==> config.mk <==
export PLATFORM = sky130hd
export DESIGN_NAME = tone_synth
export DESIGN_NICKNAME = d
export VERILOG_FILES = /design/src/rtl/tone_pkg.sv /design/src/rtl/tone_prio_enc.sv /design/src/rtl/tone_synth.sv
export SDC_FILE = /design/constraint.sdc
export NUM_CORES = 1
export LEC_CHECK = 0
export BUFFER_PORTS_ARGS = -buffer_cell sky130_fd_sc_hd__buf_2
export CORE_ASPECT_RATIO = 0.7
export CORE_UTILIZATION = 50
export DETAILED_ROUTE_END_ITERATION = 6
export PLACE_DENSITY_LB_ADDON = 0.15
export REMOVE_ABC_BUFFERS = 1
export SLEW_MARGIN = 15
export SYNTH_ARGS = -nofsm -noshare
export SYNTH_HDL_FRONTEND = slang
export SYNTH_SLANG_ARGS = --single-unit
export TNS_END_PERCENT = 30
==> constraint.sdc <==
create_clock -name CLK -period 5.05 [get_ports CLK]
set_input_delay 1.01 -clock CLK [delete_from_list [all_inputs] [get_ports CLK]]
set_output_delay 1.01 -clock CLK [all_outputs]
set_load 0.01 [all_outputs]
==> src/rtl/tone_pkg.sv <==
`default_nettype none
// +----------------------------------------------------------------------------+
// | tone_pkg : shared constants and types for the tone_synth square-wave voice |
// | Rev 1.0  : initial release                                                 |
// +----------------------------------------------------------------------------+
package tone_pkg;

  localparam int          c_cnt_w_default = 20;
  localparam int unsigned c_num_notes     = 8;

  // C4 D4 E4 F4 G4 A4 B4 C5, in Hz
  localparam int unsigned c_note_hz [0:7] = '{262, 294, 330, 349, 392, 440, 494, 523};

  typedef enum logic [0:0] {
    IDLE = 1'b0,
    PLAY = 1'b1
  } state_t;

endpackage
`default_nettype wire

==> src/rtl/tone_prio_enc.sv <==
`default_nettype none
// +----------------------------------------------------------------------------+
// | tone_prio_enc : 8-to-3 priority encoder, lowest set bit wins, with valid   |
// | Rev 1.0       : initial release                                            |
// +----------------------------------------------------------------------------+
module tone_prio_enc (
  input  logic [7:0] i_sel,
  output logic [2:0] o_idx,
  output logic       o_valid
);

  // Scan from the top so the lowest set bit is the last (winning) write.
  always_comb begin
    o_idx = 3'd0;
    for (int i = 7; i >= 0; i--) begin
      if (i_sel[i]) o_idx = 3'(i);
    end
  end

  assign o_valid = |i_sel;

endmodule
`default_nettype wire

==> src/rtl/tone_synth.sv <==
`default_nettype none
// +----------------------------------------------------------------------------+
// | tone_synth : one-voice square-wave note generator, glitch-free note change |
// |              Optional TONE_SYNTH_DUTY_EN: VOL selects duty 1/2..1/16.      |
// | Rev 1.0    : initial release                                               |
// +----------------------------------------------------------------------------+
module tone_synth
  import tone_pkg::*;
#(
  parameter int unsigned CLK_HZ = 125000000,
  parameter int          CNT_W  = c_cnt_w_default
) (
  input  logic       CLK,
  input  logic       RST,
  input  logic [7:0] TONE_SEL,
  input  logic [1:0] VOL,
  output logic       PWM,
  output logic       BUSY,
  output logic [2:0] NOTE_IDX
);

  logic [2:0]       w_idx;
  logic             w_valid;
  logic [CNT_W-1:0] w_tc [0:7];
  logic [CNT_W-1:0] w_tc_sel;
  logic [CNT_W:0]   w_period;
  logic [CNT_W:0]   w_hi_sel;

  state_t           r_state, w_state_nxt;
  logic [CNT_W-1:0] r_cnt, w_cnt_nxt;
  logic [CNT_W-1:0] r_tc, w_tc_nxt;
  logic [CNT_W:0]   r_hi, w_hi_nxt;
  logic [2:0]       r_note, w_note_nxt;
  logic             r_pwm, w_pwm_nxt;
  logic             r_busy, w_busy_nxt;

  tone_prio_enc u_prio (
    .i_sel   (TONE_SEL),
    .o_idx   (w_idx),
    .o_valid (w_valid)
  );

  // Terminal counts are elaboration-time constants; no runtime divider.
  for (genvar gi = 0; gi < 8; gi++) begin : g_tc
    localparam int unsigned c_tc = CLK_HZ / c_note_hz[gi] - 1;
    assign w_tc[gi] = CNT_W'(c_tc);
  end

  assign w_tc_sel = w_tc[w_idx];
  assign w_period = {1'b0, w_tc_sel} + 1'b1;

`ifdef TONE_SYNTH_DUTY_EN
  assign w_hi_sel = w_period >> ({1'b0, VOL} + 3'd1);
`else
  logic w_vol_unused;
  assign w_vol_unused = ^VOL;
  assign w_hi_sel     = w_period >> 1;
`endif

  always_comb begin
    w_state_nxt = r_state;
    w_cnt_nxt   = r_cnt;
    w_tc_nxt    = r_tc;
    w_hi_nxt    = r_hi;
    w_note_nxt  = r_note;
    w_pwm_nxt   = r_pwm;
    w_busy_nxt  = r_busy;
    case (r_state)
      IDLE: begin
        if (w_valid) begin
          w_state_nxt = PLAY;
          w_cnt_nxt   = '0;
          w_tc_nxt    = w_tc_sel;
          w_hi_nxt    = w_hi_sel;
          w_note_nxt  = w_idx;
          w_pwm_nxt   = 1'b1;
          w_busy_nxt  = 1'b1;
        end
      end
      PLAY: begin
        // TONE_SEL is only looked at on the last count of a period.
        if (r_cnt == r_tc) begin
          w_cnt_nxt = '0;
          if (w_valid) begin
            w_tc_nxt   = w_tc_sel;
            w_hi_nxt   = w_hi_sel;
            w_note_nxt = w_idx;
            w_pwm_nxt  = 1'b1;
          end else begin
            w_state_nxt = IDLE;
            w_note_nxt  = 3'd0;
            w_pwm_nxt   = 1'b0;
            w_busy_nxt  = 1'b0;
          end
        end else begin
          w_cnt_nxt = r_cnt + 1'b1;
          w_pwm_nxt = (({1'b0, r_cnt} + 1'b1) < r_hi);
        end
      end
      default: begin
        w_state_nxt = IDLE;
        w_cnt_nxt   = '0;
        w_note_nxt  = 3'd0;
        w_pwm_nxt   = 1'b0;
        w_busy_nxt  = 1'b0;
      end
    endcase
  end

  always_ff @(posedge CLK or posedge RST) begin
    if (RST) begin
      r_state <= IDLE;
      r_cnt   <= '0;
      r_tc    <= '0;
      r_hi    <= '0;
      r_note  <= 3'd0;
      r_pwm   <= 1'b0;
      r_busy  <= 1'b0;
    end else begin
      r_state <= w_state_nxt;
      r_cnt   <= w_cnt_nxt;
      r_tc    <= w_tc_nxt;
      r_hi    <= w_hi_nxt;
      r_note  <= w_note_nxt;
      r_pwm   <= w_pwm_nxt;
      r_busy  <= w_busy_nxt;
    end
  end

  assign PWM      = r_pwm;
  assign BUSY     = r_busy;
  assign NOTE_IDX = r_note;

endmodule
`default_nettype wire

== Word level (Yosys, flattened, before mapping) ==
Memory sizes are Yosys's and may differ from the RTL's.
Cells that the tools add are included.

* Register bits after elaboration: 67
* Memories kept: 1
* Bits in read-only memories: 160
* Word-level logic and storage cells: 54
* Input bits: 12

* Bitwise gates (word level): 2
* Mux-type cells: 32
* $add $sub $neg: 3
* $lt $le $gt $ge: 2
* Equality and inequality tests: 4
* Reductions and logical operators: 3

{| class="wikitable"
|+ Memory list
! name !! words !! width !! read ports !! clocked after memory_dff !! wr ports !! line !! RTL
|-
| (no name shown) || 8 || 20 || 1 || 0 || 0 || tone_synth.sv:49 || <nowiki>assign w_tc_sel = w_tc[w_idx];</nowiki>
|}

{| class="wikitable"
|+ Operators by type and width
! cell !! number
|-
| $mux 20 || 6
|-
| $pmux 20 s2 || 2
|-
| $add 20x1->21 const B || 2
|-
| $mux 21 || 2
|-
| $pmux 21 s2 || 1
|-
| $mux 3 || 11
|-
| $lt 21x21->1 || 1
|-
| $add 20x1->20 const B || 1
|-
| $eq 20x20->1 || 1
|-
| $reduce_or 8->1 || 1
|-
| $mux 1 || 6
|-
| $pmux 1 s2 || 3
|-
| $pmux 3 s2 || 1
|-
| $ge 4x4->1 const B || 1
|-
| $ne 2x1->1 const B || 2
|-
| $not 3->4 || 1
|-
| $reduce_and 3->1 || 1
|-
| $ne 2x2->1 const B || 1
|-
| $reduce_and 2->1 || 1
|-
| $not 1->1 || 1
|}

== Depth between registers and ports, before layout ==
* Depth after elaboration: 16
* Depth in mapped cells: 13
* Gate-level depth less buffers: 12

== Cells and area by module ==
A second synthesis with hierarchy kept.

* Cell total of the unflattened synthesis: 386
* Area, all modules: 3811.2 µm²

{| class="wikitable"
|+ By module, submodules not included
! module !! area each (µm²) !! times used !! cells an instance
|-
| tone_synth || 3729.8 || 1 || 373
|-
| tone_prio_enc || 81.3 || 1 || 13
|}

== Least setup slack after synthesis ==
OpenSTA, ideal clock, no wires.

* Kind: input to register
* Start: in TONE_SEL[7]
* End: reg r_hi[3]
* Stages on the path: 10
* Required time: 4.925 ns
* Setup time: 0.125 ns
* Arrival time: 2.752 ns
* Slack: 2.173 ns
* Cell sequence: nor2_1 -> nor3_1 -> o31ai_1 -> inv_1 -> ha_1 -> o21a_1 -> ha_1 -> o21ai_1 -> xor2_1 -> mux2_4

* Word-level cells in the longest chain between the ends: 16
* Elaborated cells on any way between the ends: 17
* Classes of those cells: 1 x add/sub; 13 x mux; 1 x bitwise; 1 x reduce/logical; 1 x memory

{| class="wikitable"
|+ RTL lines
! what !! line !! RTL
|-
| start, declared || tone_synth.sv:15 || <nowiki>input logic [7:0] TONE_SEL,</nowiki>
|-
| $mux 3 * (8 in series) || tone_prio_enc.sv:16 || <nowiki>if (i_sel[i]) o_idx = 3'(i);</nowiki>
|-
| $not 3->4 (implied by the code) * || tone_synth.sv:49 ||
|-
| $mem_v2 8x20 * || -- ||
|-
| $mux 20 (implied by the code) * (2 in series) || tone_synth.sv:49 ||
|-
| named net w_tc_sel[1] || tone_synth.sv:25 || <nowiki>logic [CNT_W-1:0] w_tc_sel;</nowiki>
|-
| $add 20x1->21 * || tone_synth.sv:50 || <nowiki>assign w_period = {1'b0, w_tc_sel} + 1'b1;</nowiki>
|-
| $mux 21 * || tone_synth.sv:70, tone_synth.sv:84 ||
|-
| $mux 21 || tone_synth.sv:82 || <nowiki>if (r_cnt == r_tc) begin</nowiki>
|-
| $pmux 21 s2 * || tone_synth.sv:68 || <nowiki>case (r_state)</nowiki>
|-
| end signal, assigned || tone_synth.sv:123 || <nowiki>r_hi <= w_hi_nxt;</nowiki>
|-
| end, declared || tone_synth.sv:32 || <nowiki>logic [CNT_W:0] r_hi, w_hi_nxt;</nowiki>
|}

The timed path passes the listed nets; every way through them passes the cells marked *. The select of a mux whose other input is x is not followed.
A chain may end at the register's enable or synchronous reset.

== Worst setup path in the final report ==
* Start: reg r_cnt[0]
* End: reg r_pwm (netlist: PWM)

* Word-level cells in the longest chain between the ends: 4
* Elaborated cells on any way between the ends: 5
* Classes of those cells: 1 x add/sub; 1 x order compare; 1 x eq/ne; 2 x mux

{| class="wikitable"
|+ RTL lines
! what !! line !! RTL
|-
| start, declared || tone_synth.sv:30 || <nowiki>logic [CNT_W-1:0] r_cnt, w_cnt_nxt;</nowiki>
|-
| start signal, assigned || tone_synth.sv:121 || <nowiki>r_cnt <= w_cnt_nxt;</nowiki>
|-
| $add 20x1->21 || tone_synth.sv:97 || <nowiki>w_pwm_nxt = (({1'b0, r_cnt} + 1'b1) < r_hi);</nowiki>
|-
| $lt 21x21->1 || tone_synth.sv:97 ||
|-
| $mux 1 * || tone_synth.sv:82 ||
|-
| $pmux 1 s2 * || tone_synth.sv:68 ||
|-
| end signal, assigned || tone_synth.sv:125 || <nowiki>r_pwm <= w_pwm_nxt;</nowiki>
|-
| end, declared || tone_synth.sv:34 || <nowiki>logic r_pwm, w_pwm_nxt;</nowiki>
|}

Mark *: on every way between the ends. The rest lies on a longest branch, timed or not.

==> out/metrics.cfg <==
[setup_path]
worst-path-buf-inv=0
worstSetupPathType=reg -> reg
crit_path_cell_trace=ha_1 > nand3_2 > or3_1 > nor2_1 > xor2_1 > ha_1 > a21oi_1 > o21ai_0 > a21oi_1 > o21ai_0 > o211ai_1 > a41o_1
crit_end=PWM
reg2reg_depth=12
crit_slowest_cell=or3_1
endpoint_kind=register
cp_top_family=compound AO/OA/AOI/OAI gates
r2r_end=PWM
setup.worst_path.start=r_cnt[0]
crit_arrival_ps=3520
slowest_delay_ps=500
cp.depth=12
cp-start-kind=register
cp_max_fo=7
r2r_slack_ps=1820
r2r_start=r_cnt[0]
cp.required_ps=5340

[outcome]
status=complete, no violations

[routing]
drt_iter0_markers=195
wire_per_inst_microns=17.8
drc=0
dr.pass1.iters=5
vias=2946
avgViaCountPerCell=5.83
drt_wl_total_microns=9010
ant_nets=0

[place]
place_congestion=0.795
hpwl_microns=6400
io_buffers=14
pre_cts_ws_ps=1620

[grt]
antenna_found_initial=0
grtUsageTotal=0.251
first_global_vias=2724
grt_max_degree=63
grt_pass1_wl_microns=14700
gr-total-overflow=0

[sta]
setup-violations-final=0
report.final.slew_viol_count=0
worstMarginPinSlew_ps=789
min_period_ps=3230
final.setup.tns_ps=0
rsz0062_at_grt=no
hold_viol_final=0
max-slew-margin-rel=0.473
final.setup.worst_slack_ps=1820
fin_skew_ps=6.22
fmax_mhz=309
final.period_utilization=0.641

[worst_hold_path]
hold_path.class=reg -> reg

[layout]
syn_to_final_growth_pct=5.05
fin_nets=442
fillers=678
fin_util=0.550
diodes=0
layout_common_cells=dfrtp_1, nand2_1, a21oi_1
layout-drive-gt1-share=0.128
layout_commonest_cell=dfrtp_1

[yosys]
ys_warn_count=0
syn_area_sq_mm=0.00387
syn_inst=399
synth_cell_types=56
ys_seq_area_frac=0.401
syn_avg_cell_area_sq_um=9.70
ys_ff_latch=62

[floorplan]
die_y_microns=75.6
start_util=0.524
io-pin-count=17
core.rowCount=26
fp.dieArea_sq_mm=0.00810
core_sq_mm=0.00738
die_w_microns=107

[clocking]
numClockSinks=62
clkTransAtPathRegs_ps=70
cts_hold_buf=0
cts_made_buffers=9
post_cts_buffers=0
clockBufferDepth=2
clkLatencyLatePin_ps=350
root_buffer=clkbuf_8
cts-htree-levels=3
cts_tree=yes
cts_resized=0

[flow_run]
max_cap_violations=0

[power_and_ir_drop]
peakVddDrop_v=0.000171
p_leak_nw=1.91
p_per_area_mw_per_mm2=235

## worst reg2reg max path: cells and delay by family (launching register included)
family | cells | cell delay, ps
flops | 1 | 480
xor+xnor | 1 | 180
compound gates | 6 | 1010
simple gates | 3 | 930
fa+ha+maj | 2 | 580
## cells in the mapped netlist (all sizes together)
cell type  count  area, sq um
dfrtp         62         1550
nand2         38          150
a21oi         32          160
inv           29          109
xor2          28          245
ha            27          338
o21ai         25          136
nor2          24         97.6
buf           19          144
a31oi         14         87.6
nand3         11         65.1
a22o          10         87.6
xnor2          9         78.8
nor4           8         81.3
nor3           7         50.1
a21o           6         45.0
nand2b         5         31.3
o21a           5         45.0
and3           4         25.0
mux2           4         56.3
a41oi          3         26.3
clkbuf         3         12.5
nand4          3         25.0
a211oi         2         27.5
a21boi         2         15.0
a2bb2oi        2         17.5
mux2i          2         20.0
o211ai         2         15.0
o2bb2ai        2         17.5
a2111oi        1         27.5
a22oi          1         7.51
a41o           1         10.0
and4           1         8.76
o22a           1         8.76
o22ai          1         6.26
o311ai         1         8.76
o31a           1         8.76
o31ai          1         7.51
or3            1         6.26
or4            1         7.51
## layer usage
metal | vias to the layer above | share of wire | GRT usage
met2 | 77 | 0.41 | 0.358
met3 | 13 | 0.053 | 0.0633
met4 | 0 | 0.011 | 0.0807
li1 | 1407 | - | -
met5 | - | 0 | 0
met1 | 1449 | 0.52 | 0.374
## registers in the layout, summed over array words and instances (netlist names)
register	cells
r_hi	19
NOTE_IDX	3
PWM	1
r_state	1
r_tc	17
BUSY	1
r_cnt	20
## area by class of cell
class / count / area [sq um] / share of cell area
timing repair buffer: 15 / 77.6 / 0.0191
clock buffer: 13 / 139 / 0.0342
sequential: 62 / 1550 / 0.382
multi-input combinational: 286 / 2050 / 0.506
clock inverter: 2 / 10.0 / 0.00246
inverter: 29 / 109 / 0.0268
tap: 98 / 123 / 0.0302
## stage by stage
step | hold slack, ps | cell area (sq um) | std cells | total power (W)
floorplan | 418 | 3710 | 377 | 0.000576
global placement | 433 | 3910 | 490 | 0.000600
detailed placement | 472 | 3910 | 490 | 0.000601
CTS | 487 | 4060 | 505 | 0.000963
global route | 498 | 4060 | 505 | 0.000998
finish | 470 | 4060 | 505 | 0.000954
## power breakdown
part	total, W	internal [W]	leakage (nW)	switching, W
logic	0.0000759	0.0000295	1.12	0.0000464
clock network	0.000362	0.000174	0.0773	0.000188
registers	0.000516	0.000509	0.710	0.00000730
total	0.000954	0.000712	1.91	0.000242
## worst min path at each step
stage | from | cells after the start | to | slack (ps)
final | r_hi[9] | 2 | r_hi[9] | 470
after global routing | r_hi[10] | 1 | r_hi[10] | 500
after CTS | r_hi[10] | 1 | r_hi[10] | 490
after detailed placement | r_hi[10] | 1 | r_hi[10] | 470
after global placement | r_hi[9] | 2 | r_hi[9] | 430
after floorplan | r_hi[9] | 2 | r_hi[9] | 420
## kinds of logic (layout without fill, tap and decap cells)
group	after synthesis	in the layout	share of synthesized area
XOR/XNOR	37	37	0.0838
buffers and inverters	51	59	0.0686
multiplexers	6	6	0.0197
flip-flops	62	62	0.401
adder cells (fa/ha/maj)	27	27	0.0873
AND/OR/NAND/NOR	103	103	0.142
AO/OA/AOI/OAI	113	113	0.198
No activity file was read; power rests on OpenSTA's default activity.
